<file path="config.mk">
export PLATFORM = sky130hd
export DESIGN_NAME = packet_scheduler_flat
export DESIGN_NICKNAME = d
export VERILOG_FILES = /design/src/rtl/lightboard_pkg.sv /design/src/rtl/packet_scheduler_if.sv /design/src/rtl/cycle_timer.sv /design/src/rtl/packet_scheduler.sv /design/src/flat_wrapper.sv
export SDC_FILE = /design/constraint.sdc
export NUM_CORES = 1
export LEC_CHECK = 0
export ABC_AREA = 1
export BUFFER_PORTS_ARGS = -buffer_cell sky130_fd_sc_hd__buf_2
export CORE_ASPECT_RATIO = 0.6
export CORE_MARGIN = 1
export CORE_UTILIZATION = 35
export DETAILED_ROUTE_END_ITERATION = 10
export GPL_ROUTABILITY_DRIVEN = 0
export GPL_TIMING_DRIVEN = 0
export PLACE_DENSITY = 0.62
export SYNTH_ARGS = -nofsm -noshare
export SYNTH_HDL_FRONTEND = slang
export SYNTH_SLANG_ARGS = --single-unit
</file>
<file path="constraint.sdc">
create_clock -name clk -period 2.72 [get_ports clk]
set_input_delay 0.272 -clock clk [delete_from_list [all_inputs] [get_ports clk]]
set_output_delay 0.272 -clock clk [all_outputs]
set_load 0.005 [all_outputs]
</file>
<file path="src/rtl/lightboard_pkg.sv">
// Shared types and default constants for the lightboard packet scheduler.
package lightboard_pkg;

  localparam int ADDR_W             = 24;
  localparam int DEF_PIXELS_PER_PKT = 320;
  localparam int DEF_FRAME_PIXELS   = 76800;
  localparam int DEF_IPG_CYCLES     = 48;
  localparam int DEF_AUDIO_EVERY    = 4;
  localparam int DEF_TIMEOUT_CYCLES = 4096;

  typedef enum logic [1:0] {
    ST_IDLE      = 2'd0,
    ST_ISSUE     = 2'd1,
    ST_WAIT_DONE = 2'd2,
    ST_GAP       = 2'd3
  } sched_state_t;

  typedef enum logic {
    KIND_VIDEO = 1'b0,
    KIND_AUDIO = 1'b1
  } pkt_kind_t;

  function automatic int max_int(input int a, input int b);
    return (a > b) ? a : b;
  endfunction

endpackage

</file>
<file path="src/rtl/packet_scheduler_if.sv">
// Control/handshake bundle between the scheduler, frame/audio sources and serializer.
interface packet_scheduler_if;
  import lightboard_pkg::*;

  logic              enable;
  logic              frame_ready;
  logic              audio_ready;
  logic              phy_ready;
  logic              ser_done;
  logic              ser_start;
  logic              ser_kind;
  logic [ADDR_W-1:0] ser_base_addr;
  logic              ser_stall;
  logic              frame_done;
  logic              err_timeout;
  logic              err_overrun;

  modport master (
    input  enable, frame_ready, audio_ready, phy_ready, ser_done,
    output ser_start, ser_kind, ser_base_addr, ser_stall,
           frame_done, err_timeout, err_overrun
  );

  modport slave (
    output enable, frame_ready, audio_ready, phy_ready, ser_done,
    input  ser_start, ser_kind, ser_base_addr, ser_stall,
           frame_done, err_timeout, err_overrun
  );

endinterface

</file>
<file path="src/rtl/cycle_timer.sv">
// Loadable down-counter; expire flags terminal count (zero). Shared by the
// packet watchdog and the inter-packet gap.
module cycle_timer #(
  parameter int W = 12
) (
  input  logic         clk,
  input  logic         rst_n,
  input  logic         i_load,
  input  logic [W-1:0] i_load_val,
  input  logic         i_count,
  output logic         o_expire
);

  logic [W-1:0] r_cnt;

  // Load has priority; counting stops at zero so expire stays asserted.
  always_ff @(posedge clk or negedge rst_n) begin
    if (!rst_n) begin
      r_cnt <= '0;
    end else if (i_load) begin
      r_cnt <= i_load_val;
    end else if (i_count && (r_cnt != '0)) begin
      r_cnt <= r_cnt - 1'b1;
    end
  end

  assign o_expire = (r_cnt == '0);

endmodule

</file>
<file path="src/rtl/packet_scheduler.sv">
// Packet scheduler: interleaves video packets of a frame with audio packets,
// enforces the inter-packet gap and guards each packet with a watchdog.
//
// state     | meaning
// ----------+-------------------------------------------------------------
// IDLE      | nothing in flight; waits for enable, phy and pending work
// ISSUE     | one cycle; picks audio or video and pulses ser_start
// WAIT_DONE | packet on the wire; ends on done, phy drop or watchdog
// GAP       | fixed idle gap before the next packet may be issued
module packet_scheduler
  import lightboard_pkg::*;
#(
  parameter int PIXELS_PER_PKT = DEF_PIXELS_PER_PKT,
  parameter int FRAME_PIXELS   = DEF_FRAME_PIXELS,
  parameter int IPG_CYCLES     = DEF_IPG_CYCLES,
  parameter int AUDIO_EVERY    = DEF_AUDIO_EVERY,
  parameter int TIMEOUT_CYCLES = DEF_TIMEOUT_CYCLES
) (
  input logic                 clk,
  input logic                 rst_n,
  packet_scheduler_if.master  bus
);

  localparam int TMR_W = $clog2(max_int(TIMEOUT_CYCLES, IPG_CYCLES));
  localparam int CNT_W = $clog2(AUDIO_EVERY + 1);
  localparam logic [ADDR_W-1:0] PKT_STEP   = ADDR_W'(PIXELS_PER_PKT);
  localparam logic [ADDR_W-1:0] FRAME_END  = ADDR_W'(FRAME_PIXELS);
  localparam logic [CNT_W-1:0]  AUDIO_SAT  = CNT_W'(AUDIO_EVERY);
  localparam logic [TMR_W-1:0]  TMO_LOAD   = TMR_W'(TIMEOUT_CYCLES - 1);
  localparam logic [TMR_W-1:0]  GAP_LOAD   = TMR_W'(IPG_CYCLES - 1);

  sched_state_t      r_state;
  pkt_kind_t         r_kind;
  logic              r_ser_start;
  logic              r_ser_stall;
  logic              r_err_timeout;
  logic              r_frame_done;
  logic              r_err_overrun;
  logic              r_frame_active;
  logic              r_frame_pending;
  logic [ADDR_W-1:0] r_base;
  logic [CNT_W-1:0]  r_vid_since;

  logic              w_can_issue;
  logic              w_pick_audio;
  logic              w_wait_exit;
  logic              w_tmr_load;
  logic [TMR_W-1:0]  w_tmr_val;
  logic              w_tmr_count;
  logic              w_tmr_expire;
  logic              w_vid_done;
  logic              w_aud_done;
  logic [ADDR_W-1:0] w_base_sum;
  logic              w_frame_end;
  logic              w_active_nxt;
  logic              w_pending_nxt;
  logic [ADDR_W-1:0] w_base_nxt;
  logic              w_overrun_nxt;

  assign w_can_issue  = bus.enable && bus.phy_ready && (r_frame_active || bus.audio_ready);
  assign w_pick_audio = bus.audio_ready && ((r_vid_since >= AUDIO_SAT) || !r_frame_active);

  // Any exit from WAIT_DONE (done, phy drop, watchdog) reloads the timer for the gap.
  assign w_wait_exit  = (r_state == ST_WAIT_DONE) &&
                        (bus.ser_done || !bus.phy_ready || w_tmr_expire);
  assign w_tmr_load   = (r_state == ST_ISSUE) || w_wait_exit;
  assign w_tmr_val    = (r_state == ST_ISSUE) ? TMO_LOAD : GAP_LOAD;
  assign w_tmr_count  = (r_state == ST_WAIT_DONE) || (r_state == ST_GAP);

  cycle_timer #(.W(TMR_W)) u_timer (
    .clk        (clk),
    .rst_n      (rst_n),
    .i_load     (w_tmr_load),
    .i_load_val (w_tmr_val),
    .i_count    (w_tmr_count),
    .o_expire   (w_tmr_expire)
  );

  // Only a done seen while a packet is in flight counts; strays are ignored.
  assign w_vid_done  = (r_state == ST_WAIT_DONE) && bus.ser_done && (r_kind == KIND_VIDEO);
  assign w_aud_done  = (r_state == ST_WAIT_DONE) && bus.ser_done && (r_kind == KIND_AUDIO);
  assign w_base_sum  = r_base + PKT_STEP;
  assign w_frame_end = (w_base_sum == FRAME_END);

  // Frame bookkeeping: apply packet completion first, then a same-cycle frame_ready.
  always_comb begin
    w_active_nxt  = r_frame_active;
    w_pending_nxt = r_frame_pending;
    w_base_nxt    = r_base;
    w_overrun_nxt = 1'b0;
    if (w_vid_done) begin
      if (w_frame_end) begin
        w_base_nxt    = '0;
        w_active_nxt  = r_frame_pending;
        w_pending_nxt = 1'b0;
      end else begin
        w_base_nxt = w_base_sum;
      end
    end
    if (bus.frame_ready) begin
      if (!w_active_nxt) begin
        w_active_nxt = 1'b1;
        w_base_nxt   = '0;
      end else if (!w_pending_nxt) begin
        w_pending_nxt = 1'b1;
      end else begin
        w_overrun_nxt = 1'b1;
      end
    end
  end

  // Frame/address registers, audio fairness counter and their status pulses.
  always_ff @(posedge clk or negedge rst_n) begin
    if (!rst_n) begin
      r_frame_active  <= 1'b0;
      r_frame_pending <= 1'b0;
      r_base          <= '0;
      r_frame_done    <= 1'b0;
      r_err_overrun   <= 1'b0;
      r_vid_since     <= '0;
    end else begin
      r_frame_active  <= w_active_nxt;
      r_frame_pending <= w_pending_nxt;
      r_base          <= w_base_nxt;
      r_frame_done    <= w_vid_done && w_frame_end;
      r_err_overrun   <= w_overrun_nxt;
      if (w_aud_done) begin
        r_vid_since <= '0;
      end else if (w_vid_done && (r_vid_since != AUDIO_SAT)) begin
        r_vid_since <= r_vid_since + 1'b1;
      end
    end
  end

  // Scheduler FSM with registered serializer controls.
  always_ff @(posedge clk or negedge rst_n) begin
    if (!rst_n) begin
      r_state       <= ST_IDLE;
      r_kind        <= KIND_VIDEO;
      r_ser_start   <= 1'b0;
      r_ser_stall   <= 1'b1;
      r_err_timeout <= 1'b0;
    end else begin
      r_ser_start   <= 1'b0;
      r_err_timeout <= 1'b0;
      case (r_state)
        ST_IDLE: begin
          if (w_can_issue) r_state <= ST_ISSUE;
        end
        ST_ISSUE: begin
          if (w_pick_audio || r_frame_active) begin
            r_kind      <= w_pick_audio ? KIND_AUDIO : KIND_VIDEO;
            r_state     <= ST_WAIT_DONE;
            r_ser_start <= 1'b1;
            r_ser_stall <= 1'b0;
          end else begin
            r_state <= ST_IDLE;
          end
        end
        ST_WAIT_DONE: begin
          // Aborts leave the address untouched so the packet is resent.
          if (bus.ser_done || !bus.phy_ready) begin
            r_state     <= ST_GAP;
            r_ser_stall <= 1'b1;
          end else if (w_tmr_expire) begin
            r_state       <= ST_GAP;
            r_ser_stall   <= 1'b1;
            r_err_timeout <= 1'b1;
          end
        end
        ST_GAP: begin
          if (w_tmr_expire) r_state <= w_can_issue ? ST_ISSUE : ST_IDLE;
        end
        default: begin
          r_state     <= ST_IDLE;
          r_ser_stall <= 1'b1;
        end
      endcase
    end
  end

  assign bus.ser_start     = r_ser_start;
  assign bus.ser_kind      = r_kind;
  assign bus.ser_base_addr = r_base;
  assign bus.ser_stall     = r_ser_stall;
  assign bus.frame_done    = r_frame_done;
  assign bus.err_timeout   = r_err_timeout;
  assign bus.err_overrun   = r_err_overrun;

endmodule
</file>
<file path="src/flat_wrapper.sv">
// flat-port wrapper written by rule: the top's interface ports become plain ports
module packet_scheduler_flat import lightboard_pkg::*;
#(
  parameter int PIXELS_PER_PKT = DEF_PIXELS_PER_PKT,
  parameter int FRAME_PIXELS   = DEF_FRAME_PIXELS,
  parameter int IPG_CYCLES     = DEF_IPG_CYCLES,
  parameter int AUDIO_EVERY    = DEF_AUDIO_EVERY,
  parameter int TIMEOUT_CYCLES = DEF_TIMEOUT_CYCLES
)
  (clk, rst_n, bus_enable, bus_frame_ready, bus_audio_ready, bus_phy_ready, bus_ser_done, bus_ser_start, bus_ser_kind, bus_ser_base_addr, bus_ser_stall, bus_frame_done, bus_err_timeout, bus_err_overrun);
  packet_scheduler_if bus_i ();
  input logic clk;
  input logic rst_n;
  input wire logic [$bits(bus_i.enable)-1:0] bus_enable;
  input wire logic [$bits(bus_i.frame_ready)-1:0] bus_frame_ready;
  input wire logic [$bits(bus_i.audio_ready)-1:0] bus_audio_ready;
  input wire logic [$bits(bus_i.phy_ready)-1:0] bus_phy_ready;
  input wire logic [$bits(bus_i.ser_done)-1:0] bus_ser_done;
  output wire logic [$bits(bus_i.ser_start)-1:0] bus_ser_start;
  output wire logic [$bits(bus_i.ser_kind)-1:0] bus_ser_kind;
  output wire logic [$bits(bus_i.ser_base_addr)-1:0] bus_ser_base_addr;
  output wire logic [$bits(bus_i.ser_stall)-1:0] bus_ser_stall;
  output wire logic [$bits(bus_i.frame_done)-1:0] bus_frame_done;
  output wire logic [$bits(bus_i.err_timeout)-1:0] bus_err_timeout;
  output wire logic [$bits(bus_i.err_overrun)-1:0] bus_err_overrun;
  assign bus_i.enable = bus_enable;
  assign bus_i.frame_ready = bus_frame_ready;
  assign bus_i.audio_ready = bus_audio_ready;
  assign bus_i.phy_ready = bus_phy_ready;
  assign bus_i.ser_done = bus_ser_done;
  assign bus_ser_start = bus_i.ser_start;
  assign bus_ser_kind = bus_i.ser_kind;
  assign bus_ser_base_addr = bus_i.ser_base_addr;
  assign bus_ser_stall = bus_i.ser_stall;
  assign bus_frame_done = bus_i.frame_done;
  assign bus_err_timeout = bus_i.err_timeout;
  assign bus_err_overrun = bus_i.err_overrun;
  packet_scheduler #(.PIXELS_PER_PKT(PIXELS_PER_PKT), .FRAME_PIXELS(FRAME_PIXELS), .IPG_CYCLES(IPG_CYCLES), .AUDIO_EVERY(AUDIO_EVERY), .TIMEOUT_CYCLES(TIMEOUT_CYCLES)) u_core (.clk(clk), .rst_n(rst_n), .bus(bus_i));
endmodule
</file>
==> Word level (Yosys, flattened, before mapping) <==
Cells that the tools add are included.
{ "word_totals": {"register_bits": 49, "output_inout_bits": 30, "word_cells": 90} }
{ "op_classes": {"n_addsub": 3, "n_lt_le_gt_ge": 1, "eq_ne": 9, "n_mux": 36, "n_bitwise": 1, "n_reduce_logical": 28} }
{ "op_table": {"columns": ["op", "n"], "rows": [
  ["2-to-1 mux 24 bit", 4],
  ["2-to-1 mux 12 bit", 3],
  ["adder 24 x 9 -> 24 bit (second input constant)", 1],
  ["== test 24 x 17 -> 1 bit (second input constant)", 1],
  ["2-to-1 mux 1 bit", 20],
  ["logical NOT 12 bit", 1],
  ["nonzero test 12 bit", 1],
  ["subtractor 12 x 1 -> 12 bit (second input constant)", 1],
  ["logical AND 1 bit", 10],
  ["2-to-1 mux 2 bit", 5],
  ["case mux 2 bit (4 select lines)", 1],
  ["logical OR 1 bit", 7],
  ["2-to-1 mux 3 bit", 2],
  ["AND reduction 3 bit", 2],
  ["nonzero test 2 bit", 3],
  ["== test 2 bit (second input constant)", 2],
  ["inequality test 2 x 1 -> 1 bit (second input constant)", 2],
  ["adder 3 x 1 -> 3 bit (second input constant)", 1],
  [">= comparator 3 bit (second input constant)", 1],
  ["inequality test 3 x 2 -> 1 bit (second input constant)", 1],
  ["inequality test 3 bit (second input constant)", 1],
  ["== test 2 x 1 -> 1 bit (second input constant)", 1],
  ["logical NOT 1 bit", 2],
  ["logical NOT 2 bit", 1],
  ["4 further kinds", 4]
]} }

==> Logic depth before layout (Yosys ltp) <==
Gate-level depths: netlist of run 1.
{ "depth": {"ltp_word": 7, "ltp_mapped": 16, "ltp_nobuf": 15} }

==> By module <==
A second synthesis of run 1 with hierarchy kept.
{ "unflattened": {"hier_cells": 477, "hier_area_um2": 3248.1} }
{ "modules_own_cells": {"columns": ["mod", "n_inst", "cells_per_inst", "area_per_inst_um2"], "rows": [
  ["packet_scheduler", 1, 347, 2343.5],
  ["cycle_timer", 1, 130, 904.6]
]} }

==> Worst setup path before layout of run 1 <==
Ideal clock, no wire load.
{ "synth_path": {"path_kind": "register -> register", "from": "register u_core.r_base[6] (netlist: u_core.bus.ser_base_addr[6])", "to": "register u_core.r_base[4] (netlist: u_core.bus.ser_base_addr[4])", "setup_ps": 112, "t_arrival_ps": 1965, "required_ps": 2608, "setup_slack_ps": 643, "stages_incl_launch_ff": 15, "period_less_slack_ps": 2077, "cell_sequence": "dfrtp_1 > ha_1 > o21ai_1 > nor2_2 > nand2_1 > nand2_1 > nor2_1 > nand3_1 > nor2_1 > nand3_2 > nand2_2 > nand3_4 > buf_6 > nand2_1 > inv_2"} }
{ "synth_via": {"elab_chain_len": 6} }
{ "synth_rtl": {"columns": ["element", "line", "text"], "rows": [
  ["start, declared", "packet_scheduler.sv:41", "logic [ADDR_W-1:0] r_base;"],
  ["start signal, assigned", "packet_scheduler.sv:124", "r_base <= w_base_nxt;"],
  ["adder 24 x 9 -> 24 bit (*)", "packet_scheduler.sv:82", "assign w_base_sum = r_base + PKT_STEP;"],
  ["== test 24 x 17 -> 1 bit (*)", "packet_scheduler.sv:83", "assign w_frame_end = (w_base_sum == FRAME_END);"],
  ["2-to-1 mux 24 bit / 2-to-1 mux 1 bit (equally long branches)", "packet_scheduler.sv:92", "if (w_frame_end) begin"],
  ["2-to-1 mux 24 bit / 2-to-1 mux 1 bit (equally long branches)", "packet_scheduler.sv:91", "if (w_vid_done) begin"],
  ["2-to-1 mux 24 bit", "packet_scheduler.sv:101", "if (!w_active_nxt) begin"],
  ["2-to-1 mux 24 bit (*)", "packet_scheduler.sv:100", "if (bus.frame_ready) begin"],
  ["via u_core.w_base_nxt[4]", "packet_scheduler.sv:57", "logic [ADDR_W-1:0] w_base_nxt;"]
]} }
Mark *: on every way through the listed nets, which the timed path passes. The rest lies on a longest branch.
A chain may end at the register's enable or synchronous reset.

==> Worst setup path after layout of run 1 <==
{ "layout_path": {"from": "register u_core.r_base[6] (netlist: u_core.bus.ser_base_addr[6])", "to": "register u_core.r_base[15] (netlist: u_core.bus.ser_base_addr[15])"} }
{ "layout_via": {"elab_chain_len": 6} }
{ "layout_rtl": {"columns": ["element", "line"], "rows": [
  ["adder 24 x 9 -> 24 bit (*)", "packet_scheduler.sv:82"],
  ["== test 24 x 17 -> 1 bit", "packet_scheduler.sv:83"],
  ["2-to-1 mux 24 bit / 2-to-1 mux 1 bit (equally long branches)", "packet_scheduler.sv:92"],
  ["2-to-1 mux 24 bit / 2-to-1 mux 1 bit (equally long branches)", "packet_scheduler.sv:91"],
  ["2-to-1 mux 24 bit", "packet_scheduler.sv:101"],
  ["2-to-1 mux 24 bit (*)", "packet_scheduler.sv:100"],
  ["via u_core.w_base_nxt[15]", "packet_scheduler.sv:57"]
]} }
Marks and branches as above.

==> results of run 1 <==
## flip-flops by register name (all words and copies together) (netlist names), named ones only
register                  flops
u_core.bus.err_overrun        1
u_core.bus.err_timeout        1
u_core.bus.frame_done         1
u_core.bus.ser_base_addr     24
u_core.bus.ser_kind           1
u_core.bus.ser_stall          1
u_core.bus.ser_start          1
u_core.r_frame_active         1
u_core.r_frame_pending        1
u_core.r_state                1
u_core.r_vid_since            3
u_core.u_timer.r_cnt         12
## layer usage
metal	global-route usage [%]	up-vias
met5	0	-
met4	4.12	0
met3	4.81	9
met2	23.5	92
met1	28.1	1252
li1	-	1403
## final timing paths
kind | from | endpoint | slack (ps)
worst max-delay path | u_core.bus.ser_base_addr[6]$_DFF_PN0_ | u_core.bus.ser_base_addr[15]$_DFF_PN0_ | 220
worst min-delay path | rst_n | u_core.bus.ser_base_addr[9]$_DFF_PN0_ | 200
worst max register to register | u_core.bus.ser_base_addr[6]$_DFF_PN0_ | u_core.bus.ser_base_addr[15]$_DFF_PN0_ | 220
worst min register to register | u_core.bus.ser_stall$_DFFE_PN1P_ | u_core.bus.ser_stall$_DFFE_PN1P_ | 470
max in group asynchronous | rst_n | u_core.u_timer.r_cnt[2]$_DFFE_PN0P_ | 1810
min in group clk | bus_frame_ready | u_core.r_frame_active$_DFF_PN0_ | 240
## kinds of logic after synthesis
| kind of cell | count (synthesis) | share of synthesized area [%] |
|---|---|---|
| adders and majority gates | 6 | 2.53 |
| and+or+nand+nor | 233 | 34.1 |
| xor gates and xnor gates | 8 | 2.36 |
| buffers and inverters | 86 | 11.4 |
| DFF | 49 | 41.4 |
| AOI/OAI and AO/OA | 47 | 8.26 |
## cell type report
| cell class | count | area [sq um] |
|---|---|---|
| repair buffers | 36 | 180 |
| fillers | 810 | 4600 |
| plain buffers | 6 | 37.5 |
| multi-input cells | 294 | 1420 |
| clock inverters | 1 | 7.51 |
| inverters | 80 | 300 |
| well taps | 108 | 135 |
| clock buffers | 7 | 133 |
| flip-flops and latches | 49 | 1230 |
## where the power goes
part / internal, mW / switching, mW / total, mW
Clock: 0.342 / 0.277 / 0.620
Sequential: 0.949 / 0.215 / 1.16
Combinational: 0.413 / 0.782 / 1.20
Total: 1.70 / 1.27 / 2.98
## cells in the mapped netlist
master	count
nor2_4	2
o311ai_0	1
nor3_2	1
nor2_2	3
nand3_4	1
xor2_1	8
inv_1	74
o21ai_0	26
nor2_1	45
nand2_1	132
nand2_2	5
clkbuf_1	4
a31oi_1	1
and3_1	1
nor3_1	4
nand3_1	24
o21ai_1	5
o211ai_1	1
or2_1	2
nand3b_1	3
inv_2	6
o21bai_1	1
nand3_2	1
or2_2	1
dfstp_2	1
dfrtp_1	48
nand4_1	8
ha_1	6
buf_6	2
a21oi_1	12
## cells in the final DEF, fill, tap and decap left out, drive strengths merged, types with 3 or more instances in the layout
| cell | count |
|---|---|
| nand2 | 137 |
| inv | 80 |
| nor2 | 50 |
| dfrtp | 48 |
| buf | 38 |
| o21ai | 31 |
| nand3 | 26 |
| a21oi | 12 |
| clkbuf | 11 |
| nand4 | 8 |
| xor2 | 8 |
| ha | 6 |
| nor3 | 5 |
| nand3b | 3 |
| or2 | 3 |
## timing repair
item / CTS / global route
buffers inserted: 0 / 0
resized for setup: 0 / 4
setup endpoints to repair: 0 / 25
## critical path: stages (launching register included)
cell	delay, ps
dfrtp_1	450
ha_1	250
nor2_1	50
nor2_1	200
nand2_1	190
o21ai_1	160
nand2_1	110
nor2_1	110
nand2_1	90
nor2_4	150
nand3_2	100
nand2_2	120
nand3_4	120
buf_6	180
nand2_1	60
inv_1	40
==> impl_results.md, run 1 <==
- Syn Nets: 442
- Layout net count: between 400 and 500
- Pleak: 1.89 nW
- Worst setup EP type: register
- DP Worst Slack: 210 ps
- Max Transition Viols Final: 0
- First-pass GRT wire length: 12200 microns
- Crit Path Class: reg -> reg
- Min Hold Slack: 204 ps
- Die X: 121 microns
- Initial antenna violation count: 0
- Worst vdd ir: 0.000351 V
- Via count: between 2000 and 3000
- Antenna cell count: 0
- Slew @ Worst Pin: 1140 ps
- Final TNS setup: 0 ps
- DIE AREA: 8860 sq um
- Final Util: a little over two fifths
- Starting density of the core: a little under two fifths
- Period utilization: 92.0%
- Drt wl/cell: 12.7 microns
- Cells on worst reg2reg path: 15
- GRT Util Overall: 17.9%
- Final WL: 7360 microns
- Root Buffer: clkbuf_16
- Yosys top cell area share: 40.5%
- Max-slew headroom: 24.2%
- Largest area contributor in the netlist: dfrtp_1
- Vias/cell: between 4 and 5
- # IOs: 37
- Sequential element share of the synthesized area: just over 40%
- Hold violation count in the final report: 0
- Pin count of the biggest net entering global routing: 50
- Inserted Clock Buffers: 5
- Syn Area/Cell: ~6.9 sq um
- Cts hold-fix bufs: 0
- GRT overflow: 0
- Worst skew pair latency: between 200 and 300 ps
- Yosys warning count: 0
- FF+latch count, synth: 49
- Vias in the first global route: 2528
- FMAX: 400 MHz
- Total power: 2.98 mW
- Status: finished, final reports clean
- Wire length on met1: 3880 microns
- Post-DP HPWL: 5480 microns
- Max Cap Viol: 0
- DR pass1 iterations: 5
- Site Rows: 25
- Placed Instance Area: 3280 sq um
- Min Clock Period, post-route: 2500 ps
- Worst min-delay path category: in -> async
- CTS clock-pin slew for the worst setup and hold paths: roughly 70 ps
- Final std cells w/o fill: 581
- Gate Count Post-Synth: 429
- Synth cell types: 30
- Synth top area cells: dfrtp_1 40%, nand2_1 17%, inv_1 9.4%
- Buffers on Ports: 36
- Critical path startpoint category: register
- CP arrival: between 2000 and 3000 ps
- DR WL met2: 2820 microns
- First DRT Iteration DRCs: 220
- Met3 Routed Length: 595 microns
- Num Clock Sinks: 49
- CTS Buffer Depth: 2
- CP required: 2910 ps
- Final setup violation count: 0
- Crit path max fanout: 10
- Antenna-violating nets left: 0
- Share of layout cells above drive strength 1: 14.4%
- Post-route cell area: 3440 sq um
- CTS tree: done
- Drt drc: 0
- RSZ-0062 raised after global routing: no
- Pwr/cell area: 866 nW/um^2
- Clk_skew: 7.47 ps
- Highest metal used: met4
- Placed cell count: 573
- Core area: around 8000 sq um
- Mapped cell area: 2970 sq um
- Die height: approximately 73 microns
- PnR worst setup slack: 218 ps
- H-tree Lvls: 2
- Area growth from synthesis to layout: 15.9%
Power figures use the tool's default switching activity.
==> run 2: changes to the inputs <==
Settings changed: CORE_UTILIZATION 35 to 55, PLACE_DENSITY 0.62 to 0.85.
==> run 2 against run 1 <==
Effect of this change:
- sequential power hardly changed
- combinational power hardly changed
- worst setup slack better by 18 ps
- core utilization is 23 points higher
- sequential share of layout area is 0.94 points higher
- first-iteration DRC count is 22% higher
- critical path depth stayed put
- total power is 1.7% lower
- wire length is 2.0% lower
- critical path type unchanged
- largest cell class unchanged
==> impl_results.md, run 2 (same netlist as run 1, synthesis figures left out) <==
- Status: finished, final reports clean
- Cell chain of the critical path: ha_1 > nor2_1 > nor2_1 > nand2_1 > o21ai_1 > nand2_1 > nor2_1 > nand2_1 > nor2_4 > nand3_2 > nand2_2 > nand3_4 > buf_6 > nand2_1 > inv_2
- Worst vdd ir: ~0.00034 V
- Initial antenna violation count: 0
- Drt wl/cell: 13.4 microns
- RSZ-0062 raised after global routing: no
- Inserted Clock Buffers: 5
- Final setup violation count: 0
- Crit path largest cell delay: 440 ps
- GRT Util Overall: between 20% and 30%
- CP required: 2930 ps
- Critical path startpoint category: register
- Core area: approximately 5100 sq um
- CP arrival: 2700 ps
- DIE AREA: around 5700 sq um
- Total power: 2.93 mW
- Via count: 2830
- R2r setup slk: around 240 ps
- Die height: ~60 microns
- Antenna cell count: 0
- # fillers: 454
- Worst setup EP type: register
- Critical-path top delay cell: dfrtp_2
- Final TNS setup: 0 ps
- Min Hold Slack: 150 ps
- Die X: 96.8 microns
- Layout net count: approximately 490
- Met3 Track Usage GR: under 10%
- Vias in the first global route: roughly 2500
- Pwr/cell area: 872 nW/um^2
- # IOs: 37
- FMAX: 403 MHz
- DR pass1 iterations: 5
- Max reg flops: 24
- Min Clock Period, post-route: 2480 ps
- Top Family by Delay on Critical Path: simple AND/OR/NAND/NOR gates
- Crit path max fanout: 10
- CTS Buffer Depth: 2
- CTS tree: done
- Worst skew pair latency: 310 ps
- First-pass GRT wire length: 11900 microns
- Most frequent cells in the layout: 132 x nand2_1, 74 x inv_1, 46 x dfrtp_1
- Antenna-violating nets left: 0
- First DRT Iteration DRCs: 268
- Post-DP HPWL: 5360 microns
- Pleak: 1.87 nW
- Number of post-CTS setup repair buffers: 0
- H-tree Lvls: 2
- Hold violation count in the final report: 0
- Drt drc: 0
- Crit Path Class: reg -> reg
- Num Clock Sinks: 49
- Cts hold-fix bufs: 0
- R2R Path End: u_core.bus.ser_base_addr[13]$_DFF_PN0_
- Worst min-delay path category: in -> async
- Slew @ Worst Pin: about 1100 ps
- Share of layout cells above drive strength 1: 14.8%
- Period utilization: 91.3%
- Final WL: 7220 microns
- GRT busiest layer: met1
- CP bufs+invs: 2
- Max Transition Viols Final: 0
- Most used cell, CP: nand2_1
- Area growth from synthesis to layout: 13.1%
- Root Buffer: clkbuf_8
- Max-slew headroom: 29.0%
- Vias/cell: 5.25
- Starting density of the core: slightly below 60%
- Cells on worst reg2reg path: 15
- Reg2Reg Launch Point: u_core.bus.ser_base_addr[6]$_DFF_PN0_
- CTS clock-pin slew for the worst setup and hold paths: 100 ps
- Met2 usage: 38.3%
- Pin count of the biggest net entering global routing: 50
- Most common cell after layout, fill and taps aside: nand2_1
- Met1 Track Usage GR: 41.1%
- Clk_skew: 11.0 ps
- Crit path depth: 15
- Max Cap Viol: 0
- Buffers on Ports: 36
- GRT overflow: 0
- Site Rows: 20
-- run 2: final cells by class --
class                   instances  area [sq um]  area share, %
plain buffers                   6          37.5           1.12
clock buffers                   6          82.6           2.46
clock inverters                 2          37.5           1.12
inverters                      80           300           8.95
multi-input cells             294          1410           41.9
flip-flops and latches         49          1230           36.6
well taps                      66          82.6           2.46
repair buffers                 36           180           5.37
-- run 2: layer usage --
layer,up-vias,part of all wire [%],wire length [microns]
li1,1403,-,-
met1,1294,50,3610
met2,122,41,2950
met3,11,8.1,583
met4,0,0.98,71
met5,-,0,0
-- run 2: worst max path at each step --
stage,startpoint,end,slack (ps)
floorplan,u_core.bus.ser_base_addr[6]$_DFF_PN0_,u_core.bus.ser_base_addr[4]$_DFF_PN0_,640
global placement,u_core.bus.ser_base_addr[6]$_DFF_PN0_,u_core.bus.ser_base_addr[22]$_DFF_PN0_,310
detailed placement,u_core.bus.ser_base_addr[6]$_DFF_PN0_,u_core.bus.ser_base_addr[13]$_DFF_PN0_,270
CTS,u_core.bus.ser_base_addr[6]$_DFF_PN0_,u_core.bus.ser_base_addr[13]$_DFF_PN0_,200
global route,u_core.u_timer.r_cnt[0]$_DFFE_PN0P_,u_core.u_timer.r_cnt[8]$_DFFE_PN0P_,30
finish,u_core.bus.ser_base_addr[6]$_DFF_PN0_,u_core.bus.ser_base_addr[13]$_DFF_PN0_,240
-- run 2: report_power, final --
part           switching [mW]  internal [mW]
registers               0.223          0.950
clock network           0.259          0.299
logic                   0.786          0.411
-- run 2: repair_timing --
| action | CTS | global route |
|---|---|---|
| endpoints found under the hold margin | 0 | 0 |
| setup endpoints to repair | 0 | 8 |
| resized for setup | 0 | 3 |
-- run 2: per-stage QoR --
step | util (%) | cell area [sq um] | cells | setup WS, ps
global placement | 63.0 | 3230 | 531 | 312
detailed placement | 63.0 | 3230 | 531 | 267
global route | 65.4 | 3360 | 539 | 31.4
CTS | 65.3 | 3350 | 539 | 198
floorplan | - | 2970 | 429 | 643
finish | 65.4 | 3360 | 539 | 236
